$ cat src/rtl/pipeline_pkg.sv
// Shared pipeline definitions: write-back result select encoding, load funct3 codes and
// architectural register indices used by the WB stage.
package pipeline_pkg;

  typedef enum logic [1:0] {
    RES_ALU  = 2'b00,
    RES_MEM  = 2'b01,
    RES_PC4  = 2'b10,
    RES_ZERO = 2'b11
  } result_src_t;

  localparam logic [2:0] F3_LB  = 3'b000;
  localparam logic [2:0] F3_LH  = 3'b001;
  localparam logic [2:0] F3_LW  = 3'b010;
  localparam logic [2:0] F3_LBU = 3'b100;
  localparam logic [2:0] F3_LHU = 3'b101;

  localparam int unsigned REG_A0 = 10;

endpackage

$ cat src/rtl/regfile.sv
// Architectural register file: async-clear storage, single write port, x0 hard-wired to zero,
// and two combinational read ports with same-cycle write-through bypass.
module regfile
  import pipeline_pkg::*;
#(
  parameter int unsigned DATA_WIDTH = 32,
  parameter int unsigned ADDR_WIDTH = 5
) (
  input  logic                  clk,
  input  logic                  rst_n,
  input  logic                  we_i,
  input  logic [ADDR_WIDTH-1:0] waddr_i,
  input  logic [DATA_WIDTH-1:0] wdata_i,
  input  logic [ADDR_WIDTH-1:0] ra1_i,
  input  logic [ADDR_WIDTH-1:0] ra2_i,
  output logic [DATA_WIDTH-1:0] rd1_o,
  output logic [DATA_WIDTH-1:0] rd2_o,
  output logic [DATA_WIDTH-1:0] a0_o
);

  localparam int unsigned NumRegs = 2 ** ADDR_WIDTH;

  logic [DATA_WIDTH-1:0] rf_q [NumRegs];
  logic                  wr_commit;

  // x0 is never written, so its entry stays at its reset value of zero.
  assign wr_commit = we_i && (waddr_i != '0);

  always_ff @(posedge clk or negedge rst_n) begin
    if (!rst_n) begin
      for (int i = 0; i < NumRegs; i++) begin
        rf_q[i] <= '0;
      end
    end else if (wr_commit) begin
      rf_q[waddr_i] <= wdata_i;
    end
  end

  always_comb begin
    rd1_o = '0;
    if (ra1_i != '0) begin
      rd1_o = (wr_commit && (ra1_i == waddr_i)) ? wdata_i : rf_q[ra1_i];
    end
  end

  always_comb begin
    rd2_o = '0;
    if (ra2_i != '0) begin
      rd2_o = (wr_commit && (ra2_i == waddr_i)) ? wdata_i : rf_q[ra2_i];
    end
  end

  assign a0_o = rf_q[REG_A0];

endmodule

$ cat src/rtl/wb_regfile.sv
// RV32I write-back stage: load formatting, result selection, retired-instruction counter,
// and the architectural register file with bypassed decode read ports.
module wb_regfile
  import pipeline_pkg::*;
#(
  parameter int unsigned DATA_WIDTH = 32,
  parameter int unsigned ADDR_WIDTH = 5,
  parameter int unsigned CNT_WIDTH  = 64
) (
  input  logic                  clk,
  input  logic                  rst_n,
  input  logic                  ValidW,
  input  logic                  RegWriteW,
  input  logic [1:0]            ResultSrcW,
  input  logic [2:0]            LoadFunct3W,
  input  logic [DATA_WIDTH-1:0] ALUResultW,
  input  logic [DATA_WIDTH-1:0] ReadDataW,
  input  logic [DATA_WIDTH-1:0] PCPlus4W,
  input  logic [ADDR_WIDTH-1:0] RdW,
  input  logic [ADDR_WIDTH-1:0] A1,
  input  logic [ADDR_WIDTH-1:0] A2,
  output logic [DATA_WIDTH-1:0] RD1,
  output logic [DATA_WIDTH-1:0] RD2,
  output logic [DATA_WIDTH-1:0] ResultW,
  output logic [DATA_WIDTH-1:0] a0,
  output logic [CNT_WIDTH-1:0]  instret
);

  logic [1:0]            byte_off;
  logic [7:0]            load_byte;
  logic [15:0]           load_half;
  logic [DATA_WIDTH-1:0] load_data;
  result_src_t           res_src;
  logic [CNT_WIDTH-1:0]  instret_q;

  assign byte_off  = ALUResultW[1:0];
  assign load_byte = ReadDataW[{byte_off, 3'b000} +: 8];
  // Halfword lanes are picked by off[1] alone; misalignment is not trapped here.
  assign load_half = byte_off[1] ? ReadDataW[31:16] : ReadDataW[15:0];

  always_comb begin
    load_data = ReadDataW;
    case (LoadFunct3W)
      F3_LB:   load_data = {{(DATA_WIDTH - 8){load_byte[7]}}, load_byte};
      F3_LH:   load_data = {{(DATA_WIDTH - 16){load_half[15]}}, load_half};
      F3_LBU:  load_data = {{(DATA_WIDTH - 8){1'b0}}, load_byte};
      F3_LHU:  load_data = {{(DATA_WIDTH - 16){1'b0}}, load_half};
      default: load_data = ReadDataW;
    endcase
  end

  assign res_src = result_src_t'(ResultSrcW);

  always_comb begin
    ResultW = '0;
    unique case (res_src)
      RES_ALU:  ResultW = ALUResultW;
      RES_MEM:  ResultW = load_data;
      RES_PC4:  ResultW = PCPlus4W;
      RES_ZERO: ResultW = '0;
      default:  ResultW = '0;
    endcase
  end

  always_ff @(posedge clk or negedge rst_n) begin
    if (!rst_n) begin
      instret_q <= '0;
    end else if (ValidW) begin
      instret_q <= instret_q + CNT_WIDTH'(1);
    end
  end

  assign instret = instret_q;

  regfile #(
    .DATA_WIDTH (DATA_WIDTH),
    .ADDR_WIDTH (ADDR_WIDTH)
  ) u_regfile (
    .clk     (clk),
    .rst_n   (rst_n),
    .we_i    (RegWriteW && ValidW),
    .waddr_i (RdW),
    .wdata_i (ResultW),
    .ra1_i   (A1),
    .ra2_i   (A2),
    .rd1_o   (RD1),
    .rd2_o   (RD2),
    .a0_o    (a0)
  );

endmodule

$ cat config.mk
export PLATFORM = sky130hd
export DESIGN_NAME = wb_regfile
export DESIGN_NICKNAME = d
export VERILOG_FILES = /design/src/rtl/pipeline_pkg.sv /design/src/rtl/regfile.sv /design/src/rtl/wb_regfile.sv
export SDC_FILE = /design/constraint.sdc
export NUM_CORES = 2
export LEC_CHECK = 0
export CORE_MARGIN = 8
export CORE_UTILIZATION = 55
export CTS_CLUSTER_SIZE = 30
export DETAILED_ROUTE_END_ITERATION = 8
export GPL_ROUTABILITY_DRIVEN = 1
export PLACE_DENSITY = 0.72
export SYNTH_ARGS = -nofsm -noshare
export SYNTH_HDL_FRONTEND = slang
export SYNTH_SLANG_ARGS = --single-unit
$ cat constraint.sdc
create_clock -name clk -period 2.9 [get_ports clk]
set_input_delay 0.29 -clock clk [delete_from_list [all_inputs] [get_ports clk]]
set_output_delay 0.29 -clock clk [all_outputs]
set_load 0.005 [all_outputs]
==> flow_metrics.env <==
export IMPL_ys_seq_area_share_pct=47.5
export IMPL_utilization_pct=70.2
export IMPL_finClkSkew_ns=0.0106
export IMPL_wire_per_inst_um=29.8
export IMPL_dr_pass1_iters=8
export IMPL_synthDominantAreaCellType="sky130_fd_sc_hd__dfrtp_1"
export IMPL_die_ht_um=339
export IMPL_route_detailed_drc=0
export IMPL_number_of_clock_sinks=1088
export IMPL_totalNegativeSetupSlack_ns=-0.453
export IMPL_power_leakage_nw=31.7
export IMPL_crit_path_max_fanout=3
export IMPL_vias_per_cell=6.78
export IMPL_die_width_um=339
export IMPL_powerDensity_mw_per_mm2=576
export IMPL_drt_antenna_violating_nets=0
export IMPL_detail_route_iter0_violations=7066
export IMPL_synthFlopType="sky130_fd_sc_hd__dfrtp_1"
export IMPL_insertion_delay_ns=0.71
export IMPL_post_synth_mux_area_share_pct=21.5
export IMPL_layout_nets=6112
export IMPL_violations="setup timing"
export IMPL_period_minus_ws_final_ns=3.09
export IMPL_syn_area_mm2=0.0573
export IMPL_via_count_of_the_first_global_routing_pass=50900
export IMPL_dp_cells=7151
export IMPL_core_region_area_mm2=0.103
export IMPL_via_count=50700
export IMPL_setup_worst_path_start_class="register"
export IMPL_cp_slowest_stage_delay_ns=0.61
export IMPL_fmax_mhz=324
export IMPL_fin_ws_ns=-0.187
export IMPL_synthArstFlopShare_pct=100
export IMPL_area_growth_pct=26.8
export IMPL_buffer_ports_inserted=311
export IMPL_ctsLongestPathBuffers=3
export IMPL_irDropWorstVdd_uv=504
export IMPL_synth_adder_area_share_pct=0.0218
export IMPL_grt_start_max_net_pins=92
export IMPL_worst_setup_path_end_kind="output pin"
export IMPL_synth_top_area_share_pct=47.5
export IMPL_layout_worst_path_cycle_share_pct=106
export IMPL_htree_num_levels=3
export IMPL_post_dp_hpwl_um=149000
export IMPL_pwr_total_mw=41.9
export IMPL_critical_path_cell_chain="mux4_2 -> mux2_4 -> o211ai_1 -> a221oi_2 -> buf_2"
export IMPL_postSynthNetCount=5507
export IMPL_gpl_final_weighted_congestion=0.953
export IMPL_synth_avg_cell_area_um2=10.6
export IMPL_ys_types=64
export IMPL_std_cell_rows=118
export IMPL_grt_pass1_wl_um=329000
export IMPL_drive_gt1_share_pct=29.6
export IMPL_worst_setup_hold_path_clk_slew_ns=0.06
export IMPL_synth_top_cells_by_count="sky130_fd_sc_hd__nand2_1 (1090), sky130_fd_sc_hd__dfrtp_1 (1088), sky130_fd_sc_hd__o21ai_0 (1064)"
export IMPL_ctsRootBufferMaster="sky130_fd_sc_hd__clkbuf_16"
export IMPL_routed_wl_um=223000
export IMPL_detailed_place_area_mm2=0.0664
export IMPL_final_cell_count_no_fill=7474
export IMPL_status="finished, violations left"
export IMPL_timing_hold_worst_class="in2async"
export IMPL_synth_most_common_cell="sky130_fd_sc_hd__nand2_1"
export IMPL_yosys_warnings=0
export IMPL_drv_slew=0
export IMPL_yosys_area_share_simple_pct=11.0
export IMPL_postSynthCellCount=5386
export IMPL_global_route_overflow_total=0
export IMPL_finalSetupViolations=7
export IMPL_groute_usage_overall_pct=37.8
export IMPL_finalHoldViolCount=0
export IMPL_worst_path_slowest_cell="sky130_fd_sc_hd__o211ai_1"
export IMPL_initial_core_util_pct=55.4
export IMPL_synthXorXnorAreaFrac_pct=1.12
export IMPL_grt_antenna_before_repair=10
export IMPL_rsz_0062_raised_after_global_routing="true"
export IMPL_slew_limit_headroom_pct=30.6
export IMPL_dieArea_mm2=0.115
export IMPL_timing_critical_path_required_ns=2.61
export IMPL_yosys_top_cells_area="sky130_fd_sc_hd__dfrtp_1 (47%), sky130_fd_sc_hd__mux4_2 (18%), sky130_fd_sc_hd__o21ai_0 (9.3%), sky130_fd_sc_hd__nand2_1 (7.1%), sky130_fd_sc_hd__mux2i_1 (3.1%)"
export IMPL_synth_compound_area_share_pct=14.2
export IMPL_synth_edf_count=0
export IMPL_tritoncts="built"
export IMPL_cts_buffers=112
export IMPL_synth_top_family_by_area="multiplexers"
export IMPL_arrival_ns=2.80
export IMPL_maxCapViolCount=0
export IMPL_stdcell_area_mm2=0.0727
export IMPL_top_level_ports=312
export IMPL_ys_seq_elements=1088
export IMPL_start_to_end_type_of_the_worst_setup_path="reg2out"
export IMPL_max_slew_worst_pin_slew_ns=1.04
==> worst max-delay path: cells and delay by family, from the launching register on <==
family / cells / cell delay [ns]
buffers and inverters: 1 / 0.18
muxes: 2 / 0.77
DFF: 1 / 0.42
AOI/OAI and AO/OA: 2 / 0.73
==> final timing paths <==
| kind | start | to | slack [ns] | cells after the start |
|---|---|---|---|---|
| min | rst_n | instret[63] | 0.15 | 2 |
| max reg2reg | instret[3] | instret[53] | 0.56 | 6 |
| max in group asynchronous | rst_n | u_regfile.rf_q[745] | 1.64 | 4 |
| min in group clk | ValidW | instret[0] | 0.31 | 4 |
| max | u_regfile.rf_q[454] | RD2[6] | -0.19 | 5 |
| min reg2reg | u_regfile.rf_q[992] | u_regfile.rf_q[992] | 0.40 | 0 |
==> layout make-up <==
| type | instances | area [um2] |
|---|---|---|
| Multi-Input combinational cell | 3663 | 29300 |
| Fill cell | 7034 | 30800 |
| Inverter | 47 | 185 |
| Sequential cell | 1088 | 27200 |
| Antenna cell | 10 | 25.0 |
| Tap cell | 1380 | 1730 |
| Timing Repair Buffer | 1079 | 10400 |
| Clock inverter | 44 | 584 |
| Clock buffer | 163 | 3300 |
==> power by group <==
part / switching (mW) / internal [mW] / leakage (nW)
Clock: 6.34 / 9.02 / 1.91
Combinational: 4.33 / 4.04 / 15.0
Sequential: 1.35 / 16.8 / 14.7
Total: 12.0 / 29.8 / 31.7
==> registers in the layout (all words and copies together), names as in the netlist <==
name and count:
u_regfile.a0_o 32, instret 64, u_regfile.rf_q 992
==> metal layers <==
layer	global-route usage (%)	part of all wire, %	up-vias
li1	-	-	20700
met1	47.2	35	25100
met3	17.0	15	942
met2	54.2	43	3903
met5	1.66	0.19	-
met4	22.0	6.6	10
==> through the flow <==
step	hold WS, ns	worst slack, ns
floorplan	-0.00559	0.489
global placement	0.293	-0.917
detailed placement	0.297	-0.925
CTS	0.143	-0.181
global route	0.188	-0.165
finish	0.152	-0.187
==> cells in the final DEF (no fill, tap or decap), drive strengths merged, types with 22 or more instances in the layout <==
cell type	n
nand2	1090
dfrtp	1088
o21ai	1066
buf	802
mux4	456
clkdlybuf4s50	208
clkbuf	181
mux2i	175
nor3	119
a211oi	119
nor2	80
o22ai	60
xnor2	54
nor2b	54
inv	47
a221oi	41
a21oi	40
nand3	39
a22oi	35
mux2	25
clkinv	24
nand2b	22
==> logic make-up (layout without fill, tap and decap cells) <==
| group | Yosys count | in the layout |
|---|---|---|
| simple gates | 1500 | 1500 |
| buf+inv | 635 | 1333 |
| compound gates | 1433 | 1433 |
| other cells | 0 | 10 |
| flops | 1088 | 1088 |
| xor+xnor | 73 | 73 |
| fa+ha+maj | 1 | 1 |
| mux | 656 | 656 |
==> what timing repair did <==
item                                    in CTS  in global routing
buffers inserted                            99                 30
hold endpoints to repair                    52                  0
cloned                                       2                  0
endpoints found under the setup margin      96                 77
gates resized for setup                    408                168
hold buffers                                 1                  0
pin swaps                                  120                100
No activity file was read; power rests on OpenSTA's default activity.
